==> src/rtl/sram_like_arbiter_pkg.sv <==
// Shared definitions for the SRAM-like N:1 arbiter: transfer size encodings,
// arbitration mode selectors and a constant-evaluable clog2 helper.
package sram_like_arbiter_pkg;

  // Transfer size encodings carried on up_size / dn_size
  localparam logic [1:0] SZ_BYTE = 2'd0;
  localparam logic [1:0] SZ_HALF = 2'd1;
  localparam logic [1:0] SZ_WORD = 2'd2;

  // Arbitration modes
  localparam int unsigned ARB_FIXED = 0;
  localparam int unsigned ARB_RR    = 1;

  // Ceiling log2; returns 0 for values <= 1
  function automatic int unsigned clog2(input int unsigned v);
    int unsigned r;
    r = 0;
    for (int unsigned i = 0; i < 32; i++) begin
      if ((64'd1 << i) < 64'(v)) r = i + 1;
    end
    return r;
  endfunction

endpackage

==> src/rtl/sram_like_arbiter_id_fifo.sv <==
// outst_id_fifo: tracks the channel id of every accepted-but-unreturned
// transaction so returns are routed back in issue order.
// Ports:
//   clk, resetn   clock / synchronous active-low reset
//   push, push_id enqueue a channel id (ignored when full)
//   pop           dequeue the head entry (ignored when empty)
//   head_id       id of the oldest outstanding transaction
//   count         number of stored entries (0..DEPTH)
module outst_id_fifo
  import sram_like_arbiter_pkg::*;
#(
  parameter int unsigned ID_W  = 1,
  parameter int unsigned DEPTH = 4
) (
  input  logic                    clk,
  input  logic                    resetn,
  input  logic                    push,
  input  logic [ID_W-1:0]         push_id,
  input  logic                    pop,
  output logic [ID_W-1:0]         head_id,
  output logic [clog2(DEPTH):0]   count
);

  localparam int unsigned PTR_W = clog2(DEPTH);
  localparam int unsigned CNT_W = PTR_W + 1;

  logic [ID_W-1:0]  mem_q [DEPTH];
  logic [ID_W-1:0]  mem_d [DEPTH];
  logic [PTR_W-1:0] rd_ptr_q, rd_ptr_d;
  logic [PTR_W-1:0] wr_ptr_q, wr_ptr_d;
  logic [CNT_W-1:0] count_q, count_d;
  logic             do_push;
  logic             do_pop;

  // Next-state: pointers wrap naturally because DEPTH is a power of two
  always_comb begin
    mem_d    = mem_q;
    rd_ptr_d = rd_ptr_q;
    wr_ptr_d = wr_ptr_q;
    count_d  = count_q;
    do_push  = push && (count_q != CNT_W'(DEPTH));
    do_pop   = pop && (count_q != '0);
    if (do_push) begin
      mem_d[wr_ptr_q] = push_id;
      wr_ptr_d        = PTR_W'(wr_ptr_q + 1'b1);
    end
    if (do_pop) begin
      rd_ptr_d = PTR_W'(rd_ptr_q + 1'b1);
    end
    case ({do_push, do_pop})
      2'b10:   count_d = CNT_W'(count_q + 1'b1);
      2'b01:   count_d = CNT_W'(count_q - 1'b1);
      default: count_d = count_q;
    endcase
  end

  // State registers
  always_ff @(posedge clk) begin
    if (!resetn) begin
      for (int i = 0; i < int'(DEPTH); i++) mem_q[i] <= '0;
      rd_ptr_q <= '0;
      wr_ptr_q <= '0;
      count_q  <= '0;
    end else begin
      mem_q    <= mem_d;
      rd_ptr_q <= rd_ptr_d;
      wr_ptr_q <= wr_ptr_d;
      count_q  <= count_d;
    end
  end

  assign head_id = mem_q[rd_ptr_q];
  assign count   = count_q;

endmodule

==> src/rtl/sram_like_arbiter.sv <==
// sram_like_arbiter: merges NUM_CH SRAM-like master ports onto one SRAM-like
// slave port. Address phase is a zero-latency mux of the granted channel;
// returns are steered back to the issuing channel through an id FIFO.
// Ports:
//   up_*        per-channel master requests (packed, channel i at slice i)
//   up_addr_ok  one-hot accept to the granted channel
//   up_data_ok  one-hot return to the oldest outstanding channel
//   up_rdata    slave read data broadcast to all channels
//   dn_*        slave request / response
//   outst_cnt   accepted-but-unreturned transaction count
//   proto_err   sticky flag: slave returned data with nothing outstanding
module sram_like_arbiter
  import sram_like_arbiter_pkg::*;
#(
  parameter int unsigned NUM_CH    = 2,
  parameter int unsigned ADDR_W    = 32,
  parameter int unsigned DATA_W    = 32,
  parameter int unsigned MAX_OUTST = 4,
  parameter int unsigned ARB_MODE  = ARB_FIXED
) (
  input  logic                       clk,
  input  logic                       resetn,
  input  logic [NUM_CH-1:0]          up_req,
  input  logic [NUM_CH-1:0]          up_wr,
  input  logic [2*NUM_CH-1:0]        up_size,
  input  logic [4*NUM_CH-1:0]        up_wstrb,
  input  logic [ADDR_W*NUM_CH-1:0]   up_addr,
  input  logic [DATA_W*NUM_CH-1:0]   up_wdata,
  output logic [NUM_CH-1:0]          up_addr_ok,
  output logic [NUM_CH-1:0]          up_data_ok,
  output logic [DATA_W-1:0]          up_rdata,
  output logic                       dn_req,
  output logic                       dn_wr,
  output logic [1:0]                 dn_size,
  output logic [3:0]                 dn_wstrb,
  output logic [ADDR_W-1:0]          dn_addr,
  output logic [DATA_W-1:0]          dn_wdata,
  input  logic                       dn_addr_ok,
  input  logic                       dn_data_ok,
  input  logic [DATA_W-1:0]          dn_rdata,
  output logic [clog2(MAX_OUTST):0]  outst_cnt,
  output logic                       proto_err
);

  localparam int unsigned ID_W  = (clog2(NUM_CH) < 1) ? 1 : clog2(NUM_CH);
  localparam int unsigned CNT_W = clog2(MAX_OUTST) + 1;

  logic              lock_q, lock_d;
  logic [ID_W-1:0]   lock_id_q, lock_id_d;
  logic [ID_W-1:0]   rr_ptr_q, rr_ptr_d;
  logic              proto_err_q, proto_err_d;

  logic              grant_vld;
  logic [ID_W-1:0]   grant_id;
  logic              full;
  logic              accept;
  logic              pop;
  logic [ID_W-1:0]   head_id;
  logic [CNT_W-1:0]  count;

  // Grant selection; a pending lock pins the grant to the stalled channel
  always_comb begin
    int idx;
    grant_vld = 1'b0;
    grant_id  = '0;
    idx       = 0;
    if (lock_q) begin
      grant_id  = lock_id_q;
      grant_vld = up_req[lock_id_q];
    end else if (ARB_MODE == ARB_RR) begin
      // Scan offsets high to low so the nearest requester after rr_ptr wins
      for (int k = int'(NUM_CH) - 1; k >= 0; k--) begin
        idx = int'(rr_ptr_q) + k;
        if (idx >= int'(NUM_CH)) idx = idx - int'(NUM_CH);
        if (up_req[ID_W'(idx)]) begin
          grant_vld = 1'b1;
          grant_id  = ID_W'(idx);
        end
      end
    end else begin
      for (int i = int'(NUM_CH) - 1; i >= 0; i--) begin
        if (up_req[i]) begin
          grant_vld = 1'b1;
          grant_id  = ID_W'(i);
        end
      end
    end
  end

  // Request field mux of the granted channel
  always_comb begin
    dn_wr    = 1'b0;
    dn_size  = '0;
    dn_wstrb = '0;
    dn_addr  = '0;
    dn_wdata = '0;
    for (int i = 0; i < int'(NUM_CH); i++) begin
      if (grant_id == ID_W'(i)) begin
        dn_wr    = up_wr[i];
        dn_size  = up_size[2*i +: 2];
        dn_wstrb = up_wstrb[4*i +: 4];
        dn_addr  = up_addr[ADDR_W*i +: ADDR_W];
        dn_wdata = up_wdata[DATA_W*i +: DATA_W];
      end
    end
  end

  // Handshakes; a full tracker blocks issue even if a return pops this cycle
  always_comb begin
    full       = (count == CNT_W'(MAX_OUTST));
    dn_req     = grant_vld && !full;
    accept     = dn_req && dn_addr_ok;
    pop        = dn_data_ok && (count != '0);
    up_addr_ok = accept ? (NUM_CH'(1) << grant_id) : '0;
    up_data_ok = pop ? (NUM_CH'(1) << head_id) : '0;
    up_rdata   = dn_rdata;
    outst_cnt  = count;
    proto_err  = proto_err_q;
  end

  // Lock, round-robin pointer and error flag next-state
  always_comb begin
    lock_d      = lock_q;
    lock_id_d   = lock_id_q;
    rr_ptr_d    = rr_ptr_q;
    proto_err_d = proto_err_q;
    if (accept) begin
      lock_d = 1'b0;
      if (ARB_MODE == ARB_RR) begin
        rr_ptr_d = (grant_id == ID_W'(NUM_CH - 1)) ? '0 : ID_W'(grant_id + 1'b1);
      end
    end else if (dn_req) begin
      lock_d    = 1'b1;
      lock_id_d = grant_id;
    end
    if (dn_data_ok && (count == '0)) proto_err_d = 1'b1;
  end

  always_ff @(posedge clk) begin
    if (!resetn) begin
      lock_q      <= 1'b0;
      lock_id_q   <= '0;
      rr_ptr_q    <= '0;
      proto_err_q <= 1'b0;
    end else begin
      lock_q      <= lock_d;
      lock_id_q   <= lock_id_d;
      rr_ptr_q    <= rr_ptr_d;
      proto_err_q <= proto_err_d;
    end
  end

  outst_id_fifo #(
    .ID_W  (ID_W),
    .DEPTH (MAX_OUTST)
  ) u_id_fifo (
    .clk     (clk),
    .resetn  (resetn),
    .push    (accept),
    .push_id (grant_id),
    .pop     (pop),
    .head_id (head_id),
    .count   (count)
  );

endmodule

==> config.mk <==
export PLATFORM = sky130hd
export DESIGN_NAME = sram_like_arbiter
export DESIGN_NICKNAME = d
export VERILOG_FILES = /design/src/rtl/sram_like_arbiter_pkg.sv /design/src/rtl/sram_like_arbiter_id_fifo.sv /design/src/rtl/sram_like_arbiter.sv
export SDC_FILE = /design/constraint.sdc
export NUM_CORES = 1
export LEC_CHECK = 0
export BUFFER_PORTS_ARGS = -buffer_cell sky130_fd_sc_hd__buf_2
export CORE_AREA = 8 8 106 108
export CTS_CLUSTER_DIAMETER = 200
export DETAILED_ROUTE_END_ITERATION = 12
export DIE_AREA = 0 0 114 116
export GPL_TIMING_DRIVEN = 0
export MAX_ROUTING_LAYER = met4
export SYNTH_ARGS = -nofsm -noshare
export SYNTH_HDL_FRONTEND = slang
export SYNTH_SLANG_ARGS = --single-unit
==> constraint.sdc <==
create_clock -name clk -period 2.5 [get_ports clk]
set_clock_uncertainty 0.2 [all_clocks]
set_input_delay 0.625 -clock clk [delete_from_list [all_inputs] [get_ports clk]]
set_output_delay 0.625 -clock clk [all_outputs]
set_load 0.01 [all_outputs]
Word level (Yosys, flattened, before mapping)
Index checks and enable logic that the tools add are counted.
{ "classes": {"n_addsub": 4, "order_cmp": 4, "eq_ne": 4, "n_shift": 2, "n_mux": 21, "n_bitwise": 4, "n_reduce_logical": 13} }
{ "op_table": {"columns": ["cell", "n"], "rows": [
  ["$mux W32", 2],
  ["$mux W1", 11],
  ["$logic_and A1 B1 Y1", 7],
  ["$ge A3 B3 Y1 const B", 2],
  ["$mux W2", 3],
  ["$not A2 Y3", 2],
  ["$pmux W3 S2", 1],
  ["$add A2 B1 Y2 const B", 2],
  ["$bwmux W4", 1],
  ["$mux W4", 1],
  ["$shl A1 B1 Y2 const A", 2],
  ["$add A3 B1 Y3 const B", 1],
  ["$eq A3 B3 Y1 const B", 1],
  ["$logic_not A3 Y1", 1],
  ["$lt A3 B1 Y1 const B", 1],
  ["$ne A3 B3 Y1 const B", 1],
  ["$reduce_bool A3 Y1", 1],
  ["$sub A3 B1 Y3 const B", 1],
  ["$bmux W1 S2", 1],
  ["$demux W1 S2", 1],
  ["$eq A2 B1 Y1 const B", 1],
  ["$eq A2 B2 Y1 const B", 1],
  ["$lt A1 B2 Y1 const B", 1],
  ["$not A1 Y1", 2],
  ["4 further kinds", 4]
]} }
{ "word_totals": {"regBits": 14, "in_bits": 180, "output_inout_bits": 112, "elab_cells": 62} }

Depth between registers and ports, before layout
{ "logic_depth": {"word_depth": 8, "ltp_mapped": 9, "ltp_nobuf": 9} }

Modules after synthesis
A second synthesis with hierarchy kept.
{ "hier_totals": {"hier_cells": 199, "hier_area_um2": 2208.4} }
{ "by_module_without_submodules": {"columns": ["module", "n_inst", "cells_each", "area_each_um2"], "rows": [
  ["sram_like_arbiter", 1, 138, 1609.0],
  ["outst_id_fifo", 1, 61, 599.3]
]} }

Worst setup path after synthesis
Ideal clock, no wire load.
{ "synth_path": {"kind": "input to register", "start": "input port up_req[1]", "end": "register u_id_fifo.count_q[2] (netlist: u_id_fifo.count[2])", "setup_time_ns": 0.076, "arrival_ns": 2.254, "required_ns": 2.224, "setup_slack_ns": -0.030, "stages": 9, "path_buffers": 0, "path_cell_list": "mux2i_1 > a211oi_4 > inv_1 > ha_1 > inv_1 > fa_1 > xor2_1 > or3_1 > a21boi_0"} }
{ "synth_via": {"elab_chain_len": 8} }
{ "synth_rtl": {"columns": ["item", "line_no", "source"], "rows": [
  ["start, declared", "sram_like_arbiter.sv:23", "input logic [NUM_CH-1:0] up_req,"],
  ["$mux W1, on equally long branches (2 in a row)", "sram_like_arbiter.sv:82, sram_like_arbiter.sv:69", null],
  ["$mux W1 *", "sram_like_arbiter.sv:67", "if (lock_q) begin"],
  ["$logic_and A1 B1 Y1 *", "sram_like_arbiter.sv:111", "dn_req = grant_vld && !full;"],
  ["$logic_and A1 B1 Y1 *", "sram_like_arbiter.sv:112", "accept = dn_req && dn_addr_ok;"],
  ["$logic_and A1 B1 Y1 *", "sram_like_arbiter_id_fifo.sv:41", "do_push = push && (count_q != CNT_W'(DEPTH));"],
  ["$eq A2 B1 Y1 / $eq A2 B2 Y1 (equally long branches)", "sram_like_arbiter_id_fifo.sv:50", "case ({do_push, do_pop})"],
  ["$pmux W3 S2 / $reduce_bool A2 Y1 (equally long branches)", null, null],
  ["end signal, assigned", "sram_like_arbiter_id_fifo.sv:68", "count_q <= count_d;"],
  ["end, declared", "sram_like_arbiter_id_fifo.sv:31", "logic [CNT_W-1:0] count_q, count_d;"]
]} }
Mark *: on every way between the ends. The rest lies on a longest branch, timed or not. The select of a mux whose other input is x is not followed.
A chain may end at the register's enable or synchronous reset.

Final worst setup path
{ "layout_path": {"start": "input port up_req[1]", "end": "output port dn_addr[14]"} }
{ "layout_via": {"elab_chain_len": 4} }
{ "layout_rtl": {"columns": ["item", "line_no", "source"], "rows": [
  ["$mux W1 (2 in a row)", "sram_like_arbiter.sv:82", "if (up_req[i]) begin"],
  ["$mux W1", "sram_like_arbiter.sv:67", null],
  ["$mux W32", "sram_like_arbiter.sv:98", "if (grant_id == ID_W'(i)) begin"],
  ["end, declared", "sram_like_arbiter.sv:36", "output logic [ADDR_W-1:0] dn_addr,"]
]} }
Every way passes these cells.

==> run summary <==
Final #Nets = 658
DIE AREA = 13200 µm²
Post-route cell area = 4420 µm²
Minimum clock period = 2.72 ns
Reg2reg setup slack = 0.16 ns
Worst Setup Start Kind = input pin
#FFs+latches synth = 14
Post-synth EDFFs = 0
Share of post-route cells with drive strength above 1 = 85.7%
Hold Path Sink = u_id_fifo.mem_q[1]
Tot Pwr = 1840 µW
GRT Total Usage = 15.8%
Clock sinks = 14
Actual slew at the worst max-slew pin = 0.409 ns
Antenna-violating nets left = 0
CP endpoint kind = output port
CTS buffer count = 3
RR Endpoint = u_id_fifo.count[2]
Maximum fanout along the worst path = 5
Fmax = 368 MHz
CTS tree = yes
DP Area = 3330 µm²
Initial Util = 19.5%
Clock power share = 10.0%
Most used DFF post-synth = dfxtp_1
FF-to-FF Start = lock_id_q
Comb pwr share = 71.8%
Worst rel slew slack = 72.7%
Largest net degree at the start of global routing = 11
Via density = 4.16
Place WS = -0.493 ns
Synth area leader = mux2_2
Cell internal pwr = 1170 µW
Violated checks = negative setup slack
Worst skew pair latency = 0.24 ns
First-pass GRT wire length = 15900 µm
Sequential Power Share = 18.3%
FF+latch area = 282 µm²
Final Hold Fails = 0
Vias in the first global route = 2856
CTS Hold Bufs = 0
Setup CP Type = in -> out
Leak = 0.00247 µW
Total grt overflow = 0
Main area contributors after synthesis = mux2_2, buf_4, dfxtp_1
RSZ-0062 raised after global routing = true
Sw Pwr = 666 µW
Synth top area share = 42.8%
Mean area per synthesized cell = 9.62 µm²
Antenna violations before repair = 1
Count of pins over their slew limit = 0
Post-synthesis cell area = 1870 µm²
Router iterations before antenna repair = 4
Drt drc = 0
Die width = 114 µm
Max Cap Violations = 0
Syn nets = 380
Sum of routed wire length over all layers = 11800 µm
IO Port Bufs = 259
Switching share of power = 36.2%
Post-synthesis sequential area ratio = 15.0%
Clock transition at path regs = 0.06 ns
Status = finished with violations
I/O pins = 292
Initial DRC count = 64
Synth top cells by count = mux2_2, buf_4, dfxtp_1
FFs w/ async S/R, synth = 0%
Worst R2R Path Depth = 9
DR WL/cell = 19.6 µm
Num rows = 36
Global placer's final weighted congestion = 0.801
Worst EP arrival = 1.90 ns
H-tree depth = 1
Hold Path Cell Cnt = 2
Max IR drop VDD = 0.213 mV
Hold Path Origin = u_id_fifo.mem_q[1]
Multi-input gate area = 1560 µm²
Final period util = 109%
Synth cell types = 29
Tightest Hold Check Type = reg -> reg
Clock buffer depth = 2
Cells after Synth = 194
Area Growth Syn to Fin = 137%
Count of yosys warnings during synthesis = 0
Hpwl dp = 9130 µm
WP data required = 1.67 ns
# setup viols final = 72
Final worst slack = -0.221 ns
Clk root buf = clkbuf_8
Most common cell in the netlist = mux2_2
Chip height = 116 µm
Pwr/cell area = 416 nW/µm²
Placeable Area = 9550 µm²
Fillers = 909
Fin util = 46.3%
Via count = 2514
-- routing by layer --
layer | vias to the layer above | track usage, % | part of all wire [%]
met5 | - | - | 0
met3 | 10 | 4.43 | 7.1
met4 | 0 | 3.37 | 0.79
li1 | 1199 | - | -
met1 | 1182 | 15.5 | 36
met2 | 123 | 30.4 | 56
-- worst max-delay path by stage --
| stage | end | slack [ns] | depth (start not counted) | start |
|---|---|---|---|---|
| CTS | dn_addr[1] | -0.23 | 8 | up_req[1] |
| global placement | dn_addr[11] | -0.49 | 7 | up_req[1] |
| floorplan | u_id_fifo.count[2] | 0.02 | 9 | up_req[1] |
| global route | dn_addr[14] | -0.27 | 8 | up_req[1] |
| finish | dn_addr[14] | -0.22 | 8 | up_req[1] |
| detailed placement | dn_addr[14] | -0.49 | 7 | up_req[1] |
-- area by class of cell --
type / count / area share (%)
diodes: 1 / 0.0566
well taps: 133 / 3.76
flip-flops and latches: 14 / 6.36
plain buffers: 40 / 8.35
multi-input cells: 133 / 35.2
clock buffers: 3 / 0.934
repair buffers: 274 / 44.9
inverters: 6 / 0.509
-- cells in the final DEF, fill, tap and decap left out, drive strengths merged, types with 2 or more instances in the layout --
cell type  count
and2           8
nor2b          2
nor2           4
nand2         12
ha             5
xnor2          3
mux2          71
dfxtp         14
clkbuf         8
nor3b          2
nor3           2
a21oi          2
buf          309
xor2           2
inv            6
o21ai          5
mux2i          6
-- power groups by stage --
stage,Sequential [µW],Clock (µW),Combinational (µW)
2_1_floorplan,331,0,531
5_1_grt,344,197,1420
4_1_cts,334,188,1200
6_report,336,183,1320
3_3_place_gp,327,0,895
3_5_place_dp,331,0,910
-- what timing repair did --
item                       in CTS  in global routing
gates cloned                    4                  4
setup endpoints to repair      75                 74
pin swaps                       0                  2
hold endpoints to repair        0                  0
gates resized for setup       139                 46
setup buffers                   7                  2
-- registers in the layout (all words and copies together), names as in the netlist --
name and cells:
u_id_fifo.count 3, lock_id_q 1, proto_err 1, u_id_fifo.wr_ptr_q 2, u_id_fifo.rd_ptr_q 2, u_id_fifo.mem_q 4
lock_q 1
-- cell families after synthesis --
kind of cell	Yosys count	share of synthesized area, %
AOI/OAI and AO/OA	10	3.82
xor gates and xnor gates	5	2.35
adders and majority gates	6	4.42
buffers and inverters	47	17.2
DFF	14	15.0
muxes	78	47.3
and+or+nand+nor	34	9.92
-- through the flow --
stage	TNS, ns	cells	hold WS, ns
floorplan	0	194	0.235
global placement	-30.20	586	0.246
detailed placement	-30.11	586	0.267
CTS	-12.05	598	0.275
global route	-16.85	604	0.304
finish	-13.27	604	0.273
-- worst max-delay path: stages --
cell and delay, ns:
buf_8 0.09, nor3b_4 0.14, a21oi_2 0.15, buf_6 0.15, buf_12 0.14, clkbuf_16 0.16
mux2_4 0.30, buf_6 0.13
Note: power is estimated with default switching activity, not from simulation.
